$ cat src/rtl/pipe_ctrl_pkg.sv
// Shared defines for the pipeline controller: reset level, bus widths,
// stall encodings, exception codes and controller FSM state codes.
package pipe_ctrl_pkg;

  localparam logic RstEnable = 1'b1;
  localparam int RegBus = 32;
  localparam logic [RegBus-1:0] ZeroWord = '0;

  localparam logic [5:0] STALL_NONE = 6'b000000;
  localparam logic [5:0] STALL_ID = 6'b000111;
  localparam logic [5:0] STALL_EX = 6'b001111;
  localparam logic [5:0] STALL_MEM = 6'b011111;

  localparam logic [RegBus-1:0] EXC_ERET = 32'h0000_000e;

  localparam logic [0:0] CTRL_NORMAL = 1'b0;
  localparam logic [0:0] CTRL_GUARD = 1'b1;

  function automatic logic [RegBus-1:0] sat_inc(
    input logic [RegBus-1:0] v
  );
    return (v == '1) ? v : v + 32'd1;
  endfunction

endpackage

$ cat src/rtl/pipe_ctrl_stall_wdog.sv
// MEM-stall watchdog: counts consecutive data-bus stall cycles and
// pulses o_fire when the run reaches LIMIT cycles.
module stall_wdog
  import pipe_ctrl_pkg::*;
#(
  parameter int LIMIT = 1024
) (
  input  logic clk,
  input  logic rst,
  input  logic i_req,
  input  logic i_flush,
  output logic o_fire
);

  localparam logic [15:0] LastCnt = 16'(LIMIT - 1);

  logic [15:0] r_run;
  logic        w_fire;

  assign w_fire = i_req && !i_flush && (r_run == LastCnt);
  assign o_fire = w_fire;

  always_ff @(posedge clk) begin
    if (rst == RstEnable) begin
      r_run <= '0;
    end else if (!i_req || i_flush || w_fire) begin
      r_run <= '0;
    end else begin
      r_run <= r_run + 16'd1;
    end
  end

endmodule

$ cat src/rtl/pipe_ctrl.sv
// Central pipeline controller: stall/flush arbitration, post-flush guard
// and stall-cycle counter. Watchdog enabled by PIPE_CTRL_WDOG_EN.
module pipe_ctrl
  import pipe_ctrl_pkg::*;
#(
  parameter logic [RegBus-1:0] EXC_VECTOR = 32'h0000_0020,
  parameter int GUARD_CYCLES = 2
`ifdef PIPE_CTRL_WDOG_EN
  ,
  parameter int WDOG_LIMIT = 1024
`endif
) (
  input  logic              clk,
  input  logic              rst,
  input  logic              stallreq_from_id,
  input  logic              stallreq_from_ex,
  input  logic              stallreq_from_mem,
  input  logic [RegBus-1:0] excepttype_i,
  input  logic [RegBus-1:0] cp0_epc_i,
  output logic [5:0]        stall,
  output logic              flush,
  output logic [RegBus-1:0] new_pc,
  output logic [RegBus-1:0] stall_cnt,
  output logic              wdog_o
);

  localparam logic [3:0] GuardLoad = 4'(GUARD_CYCLES - 1);

  logic [0:0]        r_state;
  logic [3:0]        r_guard;
  logic [RegBus-1:0] r_stall_cnt;

  logic w_active;
  logic w_accept;
  logic w_mem;
  logic w_ex;
  logic w_id;

  assign w_active = (rst != RstEnable);
  assign w_accept = w_active && (r_state == CTRL_NORMAL)
                 && (excepttype_i != ZeroWord);

  // Mutually exclusive selects encode the priority order
  assign w_mem = w_active && !w_accept && stallreq_from_mem;
  assign w_ex = w_active && !w_accept && !stallreq_from_mem
             && stallreq_from_ex;
  assign w_id = w_active && !w_accept && !stallreq_from_mem
             && !stallreq_from_ex && stallreq_from_id;

  always_comb begin
    stall = STALL_NONE;
    flush = 1'b0;
    new_pc = ZeroWord;
    unique case (1'b1)
      w_accept: begin
        flush = 1'b1;
        new_pc = (excepttype_i == EXC_ERET) ? cp0_epc_i : EXC_VECTOR;
      end
      w_mem: stall = STALL_MEM;
      w_ex: stall = STALL_EX;
      w_id: stall = STALL_ID;
      default: ;
    endcase
  end

  always_ff @(posedge clk) begin
    if (rst == RstEnable) begin
      r_state <= CTRL_NORMAL;
      r_guard <= '0;
      r_stall_cnt <= ZeroWord;
    end else begin
      case (r_state)
        CTRL_NORMAL: begin
          if (w_accept) begin
            r_state <= CTRL_GUARD;
            r_guard <= GuardLoad;
          end
        end
        CTRL_GUARD: begin
          if (r_guard == 4'd0) begin
            r_state <= CTRL_NORMAL;
          end else begin
            r_guard <= r_guard - 4'd1;
          end
        end
        default: r_state <= CTRL_NORMAL;
      endcase
      if (stall != STALL_NONE) begin
        r_stall_cnt <= sat_inc(r_stall_cnt);
      end
    end
  end

  assign stall_cnt = r_stall_cnt;

`ifdef PIPE_CTRL_WDOG_EN
  logic w_fire;

  stall_wdog #(
    .LIMIT(WDOG_LIMIT)
  ) u_wdog (
    .clk    (clk),
    .rst    (rst),
    .i_req  (stallreq_from_mem),
    .i_flush(flush),
    .o_fire (w_fire)
  );

  assign wdog_o = w_fire && w_active;
`else
  assign wdog_o = 1'b0;
`endif

endmodule

$ cat config.mk
export PLATFORM = sky130hd
export DESIGN_NAME = pipe_ctrl
export DESIGN_NICKNAME = d
export VERILOG_FILES = /design/src/rtl/pipe_ctrl_pkg.sv /design/src/rtl/pipe_ctrl_stall_wdog.sv /design/src/rtl/pipe_ctrl.sv
export SDC_FILE = /design/constraint.sdc
export NUM_CORES = 1
export LEC_CHECK = 0
export ABC_AREA = 1
export BUFFER_PORTS_ARGS = -buffer_cell sky130_fd_sc_hd__clkbuf_2
export CORE_MARGIN = 2
export CORE_UTILIZATION = 50
export CTS_CLUSTER_SIZE = 14
export DETAILED_ROUTE_END_ITERATION = 10
export PLACE_DENSITY_LB_ADDON = 0.15
export SETUP_SLACK_MARGIN = 0.05
export SKIP_CTS_REPAIR_TIMING = 1
export SLEW_MARGIN = 40
export SYNTH_ARGS = -nofsm -noshare
export SYNTH_HDL_FRONTEND = slang
export SYNTH_SLANG_ARGS = --single-unit
export TNS_END_PERCENT = 5
$ cat constraint.sdc
create_clock -name clk -period 4.1 [get_ports clk]
set_clock_uncertainty 0.2 [all_clocks]
set_input_delay 0.41 -clock clk [delete_from_list [all_inputs] [get_ports clk]]
set_output_delay 0.41 -clock clk [all_outputs]
set_load 0.02 [all_outputs]
# Word level (Yosys, flattened, before mapping)
# Index checks and enable logic that the tools add are counted.
[word_totals]
mem_count = 0
output_inout_bits = 72
mem_bits_ro = 0
ff_bits = 37
latch_bits = 0
ramBits = 0
wordCells = 37
inputBits = 69
[classes]
n_mul = 0
reduce_logical = 16
mux = 9
add_sub_neg = 2
bitwise = 3
div = 0
magnitude_cmp = 0
eq_ne = 4
shifts = 0
[op_table]
columns = ["cell", "n"]
rows = [
  ["$mux W32", 2],
  ["$add A32 B1 Y32 const B", 1],
  ["$eq A32 B32 Y1 const B", 1],
  ["$eq A32 B4 Y1 const B", 1],
  ["$reduce_bool A32 Y1", 1],
  ["$pmux W5 S3", 1],
  ["$logic_and A1 B1 Y1", 8],
  ["$mux W4", 2],
  ["$pmux W4 S2", 1],
  ["$reduce_bool A6 Y1", 1],
  ["$logic_not A4 Y1", 1],
  ["$ne A2 B2 Y1 const B", 2],
  ["$reduce_and A2 Y1", 2],
  ["$sub A4 B1 Y4 const B", 1],
  ["$logic_not A1 Y1", 3],
  ["$not A1 Y1", 3],
  ["$mux W1", 2],
  ["$pmux W1 S2", 1],
]

# Longest topological paths before layout
# Gate-level depths: netlist (run 1).
[depth]
ltp_word = 11
depth_mapped = 11
ltp_nobuf = 11

# Least setup slack after synthesis (run 1)
# Ideal clock, no wire load.
[synth_timing]
path_kind = "input -> output"
start = "input excepttype_i[31]"
end = "output stall[1]"
required_ns = 3.490
setup_slack_ns = 1.580
cell_stages = 10
arrival_time_ns = 1.910
path_buffers = 1
cell_sequence = "nor2_1 nand2_1 nor2_1 nand2_1 nor2_1 nor2_1 nor2_2 inv_1 a31oi_1 buf_4"
[synth_via]
elab_chain_len = 8
[synth_rtl]
columns = ["item", "line_no", "source"]
rows = [
  ["start, declared", "pipe_ctrl.sv:18", "input logic [RegBus-1:0] excepttype_i,"],
  ["$reduce_bool A32 Y1 (*)", "pipe_ctrl.sv:41", "&& (excepttype_i != ZeroWord);"],
  ["$logic_and A1 B1 Y1 (*)", "pipe_ctrl.sv:41", ""],
  ["$logic_not A1 Y1 (*)", "pipe_ctrl.sv:44, pipe_ctrl.sv:45, pipe_ctrl.sv:47", ""],
  ["$logic_and A1 B1 Y1 (*)", "pipe_ctrl.sv:44, pipe_ctrl.sv:45, pipe_ctrl.sv:47", ""],
  ["$logic_and A1 B1 Y1", "pipe_ctrl.sv:45, pipe_ctrl.sv:47", ""],
  ["$logic_and A1 B1 Y1 (2 in a row)", "pipe_ctrl.sv:48", "&& !stallreq_from_ex && stallreq_from_id;"],
  ["$pmux W5 S3 (*)", "pipe_ctrl.sv:54", "unique case (1'b1)"],
  ["end, declared", "pipe_ctrl.sv:20", "output logic [5:0] stall,"],
]
# Mark *: on every way between the ends. The rest lies on a longest branch, timed or not.

# Worst setup path in the final report (run 1)
[layout_timing]
start = "input excepttype_i[9]"
end = "output new_pc[21]"
[layout_via]
elab_chain_len = 3
[layout_rtl]
columns = ["item", "line_no", "source"]
rows = [
  ["$eq A32 B4 Y1 / $reduce_bool A32 Y1 (equally long branches)", "pipe_ctrl.sv:57, pipe_ctrl.sv:41", ""],
  ["$mux W32 / $logic_and A1 B1 Y1 (equally long branches)", "pipe_ctrl.sv:57, pipe_ctrl.sv:41", ""],
  ["$mux W32 (*)", "pipe_ctrl.sv:54", ""],
  ["end, declared", "pipe_ctrl.sv:22", "output logic [RegBus-1:0] new_pc,"],
]
# Marked as above.

==> metrics, run 1 <==
max cap viols=0; Top Ports=about 140; CP cell instances=clkbuf_2 -> nor2_1 -> nand2_1 -> nor4_1 -> nand2_1 -> inv_1 -> nand2_1 -> nor2_1 -> clkbuf_2; Compound-Gate Fraction of Synth Area=under 10%; CTS H-tree lvls=2; post-synthesis mux area share=0%; nets=between 700 and 800; global-route wire length before repair=14.10 mm; sequential area share after synthesis=between 20% and 30%; drt first pass iters=4; Max transition margin=between 40% and 50%; Core ar.=around 5600 um^2; TritonCTS Sinks=37; Final Worst Setup Slack=1.370 ns; initial antenna violation count=0; Post-Syn Area=between 2000 and 3000 um^2; Die ar.=roughly 6500 um^2; synth warn=0; register area=740.7 um^2; wire length per cell=~13 um; worst endpoint required time=3.49 ns; Routed Antenna Nets=0; drc violations=0; Root Buffer Master=clkbuf_8; Synth Area per Inst=5.797 um^2; port bufs=138; Unique masters post-synth=31; vias after detailed routing=3622; Max VDD drop=~0.23 mV; critical-path maximum fanout=31; Initial Util=52.41%; vias in the first global route=a little over 3k; synthesized flop and latch total=37; RSZ-0062 raised after global routing=false; overall die height=approximately 80 um; most common cell after layout, fill and taps aside=nand2_1; Mapped Cells=507; worst min path class=flip-flop to flip-flop; Worst Setup End Kind=output port; worst skew pair latency=between 0.2 and 0.3 ns; # diodes=0; Synth Area in Simple Gates=a little over half; total CTS buffers=5; Placement Cell Area=approximately 3600 um^2; Post-Synth Adder-Cell Area=less than 1%; Tot GR Track Use=27.18%; Iter 0 DRT Violations=250; CP dominant cell by count=nand2_1; final hold violations=0; DRT Wirelength=roughly 9 mm; area grow syn2layout=26.01%; TritonCTS clock tree=built; vias per cell=between 5 and 6; critical path type=input port to output port; commonest non-fill, non-tap cells in the layout=177 x nand2_1, 138 x clkbuf_2, 114 x nor2_1, 37 x dfxtp_1, 33 x a21oi_1; run status=finished, final reports clean; clk buf depth=2; WHS Path Cells=2; arrival time worst endpoint=~2.1 ns; Final Util=approximately two thirds; largest net degree at the start of global routing=34; GPL Wtd Cong=roughly 0.97; slowest CP cell=inv_1; worst hold slack=roughly 0.29 ns; worst slack, placed=about 1.4 ns; area of the multi-input gates=between 1500 and 2000 um^2; layout cells sized above 1=25.87%; Slew Limit Fails=0; R2R depth=9; Tcrit/Tclk final=between 60% and 70%; Final Setup Violations=0; finished layout cell area=3704 um^2; max incr delay on CP=approximately 0.6 ns; Leak Pwr=around 1.7 nW; worst slew pin tran=0.8022 ns; Post-Synth XOR/XNOR Area=between 4 and 5%; fin crit period=2.730 ns; largest family of logic cells by synthesized area=simple AND/OR/NAND/NOR gates; Max Fclk=around 0.37 GHz; Setup TNS=0 ns; Rows=27; power per cell area=roughly 220 nW/um^2; clk slew on worst S/H paths=approximately 0.070 ns; total gr overflow=0; element type at the critical path start=input port; placed wire-length estimate=roughly 7 mm; FILL cells=around 560; Die Wd=approximately 81 um
-- cells by family (layout without fill, tap and decap cells) --
kind of cell,Yosys count,count (layout)
simple gates,357,357
buf+inv,57,179
compound gates,38,38
flops,37,37
xor+xnor,15,15
fa+ha+maj,2,2
other cells,1,2
-- power by group --
group / switching [W] / total [W] / internal, W
combinational: 0.0000810 / 0.000129 / 0.0000483
clock: 0.000125 / 0.000302 / 0.000177
sequential: 0.00000645 / 0.000373 / 0.000367
-- routing by layer --
| layer | wire length, um | vias to the layer above | global-route usage [%] |
|---|---|---|---|
| met2 | 4190 | 145 | 47.00 |
| met4 | 62 | 0 | 5.085 |
| li1 | - | 1852 | - |
| met1 | 3966 | 1618 | 36.20 |
| met5 | 0 | - | 0 |
| met3 | 685 | 7 | 3.708 |
-- cell usage after synthesis (all sizes together) --
cell | instances | share of area (%)
conb | 1 | 0.13
inv | 31 | 4.0
xnor2 | 3 | 0.89
nor3 | 2 | 0.51
nand4 | 33 | 8.0
buf | 14 | 3.4
a21oi | 33 | 5.6
clkbuf | 12 | 1.5
nand3b | 14 | 3.6
xor2 | 12 | 3.6
nand2 | 180 | 23
o21ai | 2 | 0.47
nor4 | 1 | 0.21
nor2 | 120 | 17
nand3 | 7 | 1.2
dfxtp | 37 | 25
ha | 2 | 0.85
a31oi | 1 | 0.21
o211ai | 1 | 0.26
o31ai | 1 | 0.26
-- flip-flops by register name (all words and copies together), names as in the netlist --
name	cells
r_guard	4
r_state	1
stall_cnt	32
-- metrics by stage --
| step | power, W | instances |
|---|---|---|
| global route | 0.0008421 | 702 |
| floorplan | 0.0004633 | 508 |
| global placement | 0.0005056 | 695 |
| detailed placement | 0.0005098 | 695 |
| CTS | 0.0008092 | 702 |
| finish | 0.0008044 | 702 |
-- critical path: cells and delay by family --
kind,cells,cell delay (ns)
and+or+nand+nor,6,0.83
buffers and inverters,3,0.85
-- area by class of cell --
| cell class | instances | share of cell area (%) |
|---|---|---|
| Clock buffer | 5 | 1.858 |
| Clock inverter | 2 | 0.9459 |
| Inverter | 31 | 3.142 |
| Multi-Input combinational cell | 414 | 52.36 |
| Sequential cell | 37 | 20.00 |
| Tap cell | 72 | 2.432 |
| Timing Repair Buffer | 141 | 19.26 |
-- final timing paths --
path	slack (ns)	endpoint	startpoint
max	1.37	new_pc[21]	excepttype_i[9]
min	0.29	r_guard[3]	r_guard[3]
max reg2reg	1.40	stall_cnt[22]	stall_cnt[0]
min reg2reg	0.29	r_guard[3]	r_guard[3]
Power figures use the tool's default switching activity.
==> inputs of run 2 (changes only) <==
--- a/config.mk
+++ b/config.mk
@@ -5,10 +5,10 @@
 export SDC_FILE = /design/constraint.sdc
 export NUM_CORES = 1
 export LEC_CHECK = 0
-export ABC_AREA = 1
+export ABC_AREA = 0
 export BUFFER_PORTS_ARGS = -buffer_cell sky130_fd_sc_hd__clkbuf_2
 export CORE_MARGIN = 2
-export CORE_UTILIZATION = 50
+export CORE_UTILIZATION = 43
 export CTS_CLUSTER_SIZE = 14
 export DETAILED_ROUTE_END_ITERATION = 10
 export PLACE_DENSITY_LB_ADDON = 0.15
==> constraint.sdc (replaced) <==
create_clock -name clk -period 2.6 [get_ports clk]
set_clock_uncertainty 0.2 [all_clocks]
set_input_delay 0.26 -clock clk [delete_from_list [all_inputs] [get_ports clk]]
set_output_delay 0.26 -clock clk [all_outputs]
set_load 0.02 [all_outputs]
==> run 2 against run 1 <==
Core utilization down 1.4 points. Area after synthesis fell by 23%. Cell area decreased by 11%. Flip-flop and latch count is the same. Hold slack worse by 0.21 ns. Sequential power grew 54%. Setup slack lost 1.2 ns. Combinational power down 3%. Critical path type is now flip-flop to flip-flop. Critical endpoint is now stall_cnt[26]. Highest routed layer unchanged.
==> metrics, run 2 <==
run status=finished, final reports clean; R2R depth=6 (-3); Gate power share=10.3% (-5.8 points); vias in the first global route=2545 (-17%); critical-path maximum fanout=6 (-81%); Max Fclk=0.4121 GHz; total gr overflow=0 (unchanged); Reg-to-Reg Start=stall_cnt[6]; Die Wd=76.49 um (-5.2%); Synth Area in Simple Gates=39.92% (-14 points); Net Sw Frac=22.60% (-3.9 points); TritonCTS Sinks=37 (unchanged); Max VDD drop=0.2214 mV (-3.3%); vias after detailed routing=2723 (-25%); Worst Setup End Kind=flip-flop; port bufs=138 (unchanged); Rows=26 (-3.7%); FILL cells=461 (-18%); Tcrit/Tclk final=93.33%; Global Route met1 Usage=29.14% (-7.1 points); final hold violations=0 (unchanged); count of flip-flops with a built-in enable after synthesis=0 (unchanged); most common cell after layout, fill and taps aside=clkbuf_2; layout cells sized above 1=44.29% (+18 points); overall die height=76.49 um (-5.2%); Placement Cell Area=3144 um^2 (-13%); element type at the critical path start=flip-flop; WHS Path Cells=2 (unchanged); Die ar.=5851 um^2 (-10%); Reg power frac=47.1% (+0.7 points); fin crit period=2.427 ns; # diodes=0 (unchanged); synth warn=0 (unchanged); area grow syn2layout=45.13%; DRT Wirelength=7.470 mm (-16%); Root Buffer Master=clkbuf_8; Synth Area per Inst=7.985 um^2 (+38%); post-synthesis mux area share=1.827% (+1.8 points); TritonCTS clock tree=built; Core ar.=5075 um^2 (-9.5%); Most used DFF post-synth=dfxtp_1; Synth top cells by count=37 x dfxtp_1, 32 x and2_1, 23 x nor2_1; Pint=0.0009412 W (+59%); M2 GR Usage=46.55% (-0.45 points); Max transition margin=64.24% (+18 points); power per cell area=370.8 nW/um^2 (+71%); largest family of logic cells by synthesized area=simple AND/OR/NAND/NOR gates; synthesized flop and latch total=37 (unchanged); Iter 0 DRT Violations=99 (-60%); FFs w/ async S/R, synth=0% (unchanged); vias per cell=5.360 (+3.9%); critical path type=flip-flop to flip-flop; Post-Syn Area=2260 um^2 (-23%); Clock power frac=42.6% (+5.0 points); Leak Pwr=1.482 nW (-13%); Hold Path Origin=rst; worst slew pin tran=0.5358 ns (-0.2664 ns); count leader, synth=dfxtp_1; max reg flops=32 (unchanged); Final Setup Violations=0 (unchanged); CP startpoint=stall_cnt[6]; Tot GR Track Use=25.30% (-1.9 points); Synth area leaders=dfxtp_1 33%, and2_1 8.9%, nor2_1 3.8%; arrival time worst endpoint=2.45 ns (+0.33 ns); Post-Synth Adder-Cell Area=1.107% (+0.26 points); Routed Antenna Nets=0 (unchanged); top cell type by total area after synthesis=dfxtp_1; drt first pass iters=4 (unchanged); placed wire-length estimate=6.039 mm (-12%); finished layout cell area=3279 um^2 (-11%); Setup TNS=0 ns (unchanged); Slew Limit Fails=0 (unchanged); worst min path class=input port to flip-flop; worst endpoint required time=2.63 ns (-0.86 ns); gr busiest metal=met2; wire length per cell=14.70 um (+16%); M3 GR Usage=5.332% (+1.6 points); Mapped Cells=283 (-44%); initial antenna violation count=0 (unchanged); clk buf depth=2 (unchanged); Compound-Gate Fraction of Synth Area=16.39% (+9.6 points); total CTS buffers=5 (unchanged); global-route wire length before repair=11.99 mm (-15%); clk slew on worst S/H paths=0.08 ns (about the same); P_sw=0.0002748 W (+29%); GPL Wtd Cong=0.8453 (-13%); Post-Synth XOR/XNOR Area=2.326% (-2.1 points); top cell type's share of synthesized area=32.78% (+7.6 points); drc violations=0 (unchanged); nets=508 (-28%); CTS H-tree lvls=2 (unchanged); placed cell count=500 (-28%); sequential area share after synthesis=32.78% (+7.6 points); Top Ports=141 (unchanged); commonest non-fill, non-tap cells in the layout=138 x clkbuf_2, 33 x dfxtp_1, 32 x and2_1, 23 x buf_4; Initial Util=44.53% (-7.9 points); Unique masters post-synth=47 (+52%); RSZ-0062 raised after global routing=true; Non-Filler Instances=508 (-28%); largest net degree at the start of global routing=32 (-5.9%); max cap viols=0 (unchanged); worst skew pair latency=0.29 ns (about the same)
==> run 2: path summary, 6_finish.rpt <==
path | to | slack, ns
setup / recovery | stall_cnt[26] | 0.17
hold / removal | r_guard[1] | 0.08
setup reg to reg | stall_cnt[26] | 0.17
hold reg to reg | stall_cnt[23] | 0.31
==> run 2: area by class of cell <==
| type | instances | area (um^2) | share of cell area [%] |
|---|---|---|---|
| Inverter | 9 | 33.78 | 1.030 |
| Clock inverter | 1 | 30.03 | 0.9157 |
| Clock buffer | 7 | 86.33 | 2.633 |
| Sequential cell | 37 | 745.7 | 22.74 |
| Multi-Input combinational cell | 222 | 1421 | 43.34 |
| Tap cell | 70 | 87.58 | 2.671 |
| Timing Repair Buffer | 162 | 874.6 | 26.67 |
==> run 2: kinds of logic after synthesis <==
group,Yosys count
other cells,1
buf+inv,25
flops,37
compound gates,54
mux,4
simple gates,154
fa+ha+maj,2
xor+xnor,6
==> run 2: metrics by stage <==
| step | power [W] | utilization (%) | setup slack [ns] | hold slack [ns] |
|---|---|---|---|---|
| after floorplan | 0.0006391 | - | 0.05008 | 0.2314 |
| after global placement | 0.0007090 | 61.96 | -0.0008202 | 0.2797 |
| after detailed placement | 0.0007106 | 61.96 | 0.01578 | 0.3063 |
| after CTS | 0.001223 | 64.25 | 0.01042 | 0.06703 |
| after global routing | 0.001254 | 64.62 | 0.04889 | 0.08694 |
| final | 0.001216 | 64.62 | 0.1734 | 0.07908 |
==> run 2: layer usage <==
| metal | part of all wire [%] | up-vias |
|---|---|---|
| met5 | 0 | - |
| met4 | 1.4 | 0 |
| met3 | 6.5 | 11 |
| met2 | 51 | 105 |
| met1 | 41 | 1256 |
| li1 | - | 1351 |
==> run 2: power by group through the flow <==
stage	Clock (W)	Combinational (W)	Sequential (W)
finish	0.000518	0.000125	0.000573
global route	0.000544	0.000137	0.000574
CTS	0.000526	0.000125	0.000573
detailed placement	0	0.000124	0.000586
global placement	0	0.000123	0.000586
floorplan	0	0.0000525	0.000587
==> run 2: worst max-delay path: stages (launching register included) <==
cell	delay, ns
dfxtp_1	0.44
nand4_4	0.12
or4_4	0.59
a2111oi_2	0.35
nand3_2	0.15
or3_1	0.35
a21oi_1	0.15
==> inputs of run 3 (changes only) <==
--- a/config.mk
+++ b/config.mk
@@ -11,7 +11,7 @@
 export CORE_UTILIZATION = 43
 export CTS_CLUSTER_SIZE = 14
 export DETAILED_ROUTE_END_ITERATION = 10
-export PLACE_DENSITY_LB_ADDON = 0.15
+export PLACE_DENSITY = 0.78
 export SETUP_SLACK_MARGIN = 0.05
 export SKIP_CTS_REPAIR_TIMING = 1
 export SLEW_MARGIN = 40
==> run 3 against run 2 <==
Clock power down 27%. Non-clock buffer count down 3. Wire length grew 0.55%. Critical endpoint unchanged. Largest cell class unchanged. Largest power group unchanged.
==> metrics, run 3 (synthesis results as in run 2) <==
run status=finished, final reports clean; Max Fclk=0.4086 GHz (-0.84%); Core ar.=5075 um^2 (unchanged); area grow syn2layout=43.74%; element type at the critical path start=flip-flop; DRT Wirelength=7.511 mm (+0.55%); Tcrit/Tclk final=94.13% (+0.79 points); Gate power share=11.6% (+1.3 points); max reg flops=32 (unchanged); max incr delay on CP=0.61 ns (+0.02 ns); Pint=0.0008196 W (-13%); Non-Filler Instances=505 (-0.59%); drc violations=0 (unchanged); Reg power frac=53.2% (+6.1 points); worst min path class=input port to flip-flop; layout cells sized above 1=43.68% (-0.61 points); vias after detailed routing=2758 (+1.3%); total CTS buffers=5 (unchanged); power per cell area=332.2 nW/um^2 (-10%); CTS H-tree lvls=2 (unchanged); Iter 0 DRT Violations=207 (+110%); worst slew pin tran=0.5111 ns (-0.02471 ns); RSZ-0062 raised after global routing=true; Top Ports=141 (unchanged); Root Buffer Master=clkbuf_8; port bufs=138 (unchanged); wire length per cell=14.87 um (+1.1%); vias per cell=5.461 (+1.9%); Net Sw Frac=24.05% (+1.5 points); Slew Limit Fails=0 (unchanged); Final Setup Violations=0 (unchanged); # diodes=0 (unchanged); slowest CP cell=or4_4; critical path type=flip-flop to flip-flop; most common cell after layout, fill and taps aside=clkbuf_2; Leak Pwr=1.475 nW (-0.52%); nets=505 (-0.59%); Final Worst Setup Slack=0.1527 ns (-0.02066 ns); vias in the first global route=2575 (+1.2%); worst slack, placed=0.1071 ns (+0.09134 ns); Rows=26 (unchanged); Clock power frac=35.2% (-7.4 points); Max VDD drop=0.1661 mV (-25%); worst endpoint required time=2.62 ns (about the same); Routed Antenna Nets=0 (unchanged); clk buf depth=2 (unchanged); total gr overflow=0 (unchanged); worst skew pair latency=0.29 ns (about the same); CP cell instances=nand4_1 -> or4_4 -> a2111oi_2 -> nand3_2 -> or3_1 -> a21oi_1; TritonCTS clock tree=built; global-route wire length before repair=12.28 mm (+2.4%); drt first pass iters=4 (unchanged); Max transition margin=65.89% (+1.6 points); commonest non-fill, non-tap cells in the layout=138 x clkbuf_2, 33 x dfxtp_1, 32 x and2_1, 22 x nor2_1, 22 x nand2_1; Final Util=64.00% (-0.62 points); GPL Wtd Cong=0.9518 (+13%); clk slew on worst S/H paths=0.07 ns (about the same); FILL cells=467 (+1.3%); final hold violations=0 (unchanged); critical-path maximum fanout=6 (unchanged); max cap viols=0 (unchanged); overall die height=76.49 um (unchanged); Setup TNS=0 ns (unchanged); initial antenna violation count=0 (unchanged); placed cell count=497 (-0.60%); Worst Setup End Kind=flip-flop; Die Wd=76.49 um (unchanged); fin crit period=2.447 ns (+0.02066 ns); placed wire-length estimate=6.008 mm (-0.52%); largest net degree at the start of global routing=34 (+6.3%); Die ar.=5851 um^2 (unchanged); Tot GR Track Use=26.08% (+0.78 points); arrival time worst endpoint=2.47 ns (+0.02 ns); P_sw=0.0002595 W (-5.6%); Initial Util=44.53% (unchanged); TritonCTS Sinks=37 (unchanged)
## run 3: cell count changes in the layout (fill, tap and decap cells not counted)
| cell | previous run | this run |
|---|---|---|
| buf_12 | 0 | 1 |
| buf_4 | 23 | 19 |
| bufinv_16 | 1 | 0 |
| clkbuf_1 | 1 | 3 |
| clkbuf_8 | 6 | 5 |
| nor4_1 | 10 | 9 |
| nor4_4 | 1 | 2 |
## run 3: final cells by class
cell class,count,area (um^2),share of cell area [%]
clock buffer,8,80.08,2.465
tap,70,87.58,2.696
sequential,37,745.7,22.96
inverter,9,33.78,1.040
multi-input combinational,222,1436,44.22
timing repair buffer,159,864.6,26.62
## run 3: power groups by stage
stage	Combinational (W)	Sequential (W)	Clock [W]
3_3_place_gp	0.000121	0.000586	0
4_1_cts	0.000123	0.000573	0.000384
3_5_place_dp	0.000123	0.000586	0
6_report	0.000125	0.000574	0.000380
5_1_grt	0.000138	0.000574	0.000415
2_1_floorplan	0.0000525	0.000587	0
## run 3: worst paths after layout
kind                         from            end  slack [ns]  depth (start not counted)
setup / recovery    stall_cnt[10]  stall_cnt[26]        0.15                          6
hold / removal    excepttype_i[3]     r_guard[3]        0.27                          5
setup reg to reg    stall_cnt[10]  stall_cnt[26]        0.15                          6
hold reg to reg     stall_cnt[23]  stall_cnt[23]        0.31                          2
## run 3: worst max-delay path, delay by kind of cell (launching register included)
kind | cells | cell delay, ns
simple gates | 4 | 1.32
flops | 1 | 0.40
compound gates | 2 | 0.46
## run 3: per-layer routing
| layer | vias up | track usage (%) | share of wire [%] |
|---|---|---|---|
| met4 | 0 | 12.00 | 3.5 |
| li1 | 1351 | - | - |
| met5 | - | 0 | 0 |
| met2 | 146 | 45.40 | 51 |
| met3 | 17 | 7.701 | 8.9 |
| met1 | 1244 | 29.23 | 37 |
## run 3: per-stage QoR
step           hold WS [ns]  power [W]  cell area (um^2)
5_1_grt              0.3046   0.001127              3248
6_report             0.2748   0.001079              3248
2_1_floorplan        0.2314  0.0006391              2271
3_5_place_dp         0.2978  0.0007090              3134
4_1_cts              0.2662   0.001081              3214
3_3_place_gp         0.2812  0.0007073              3134
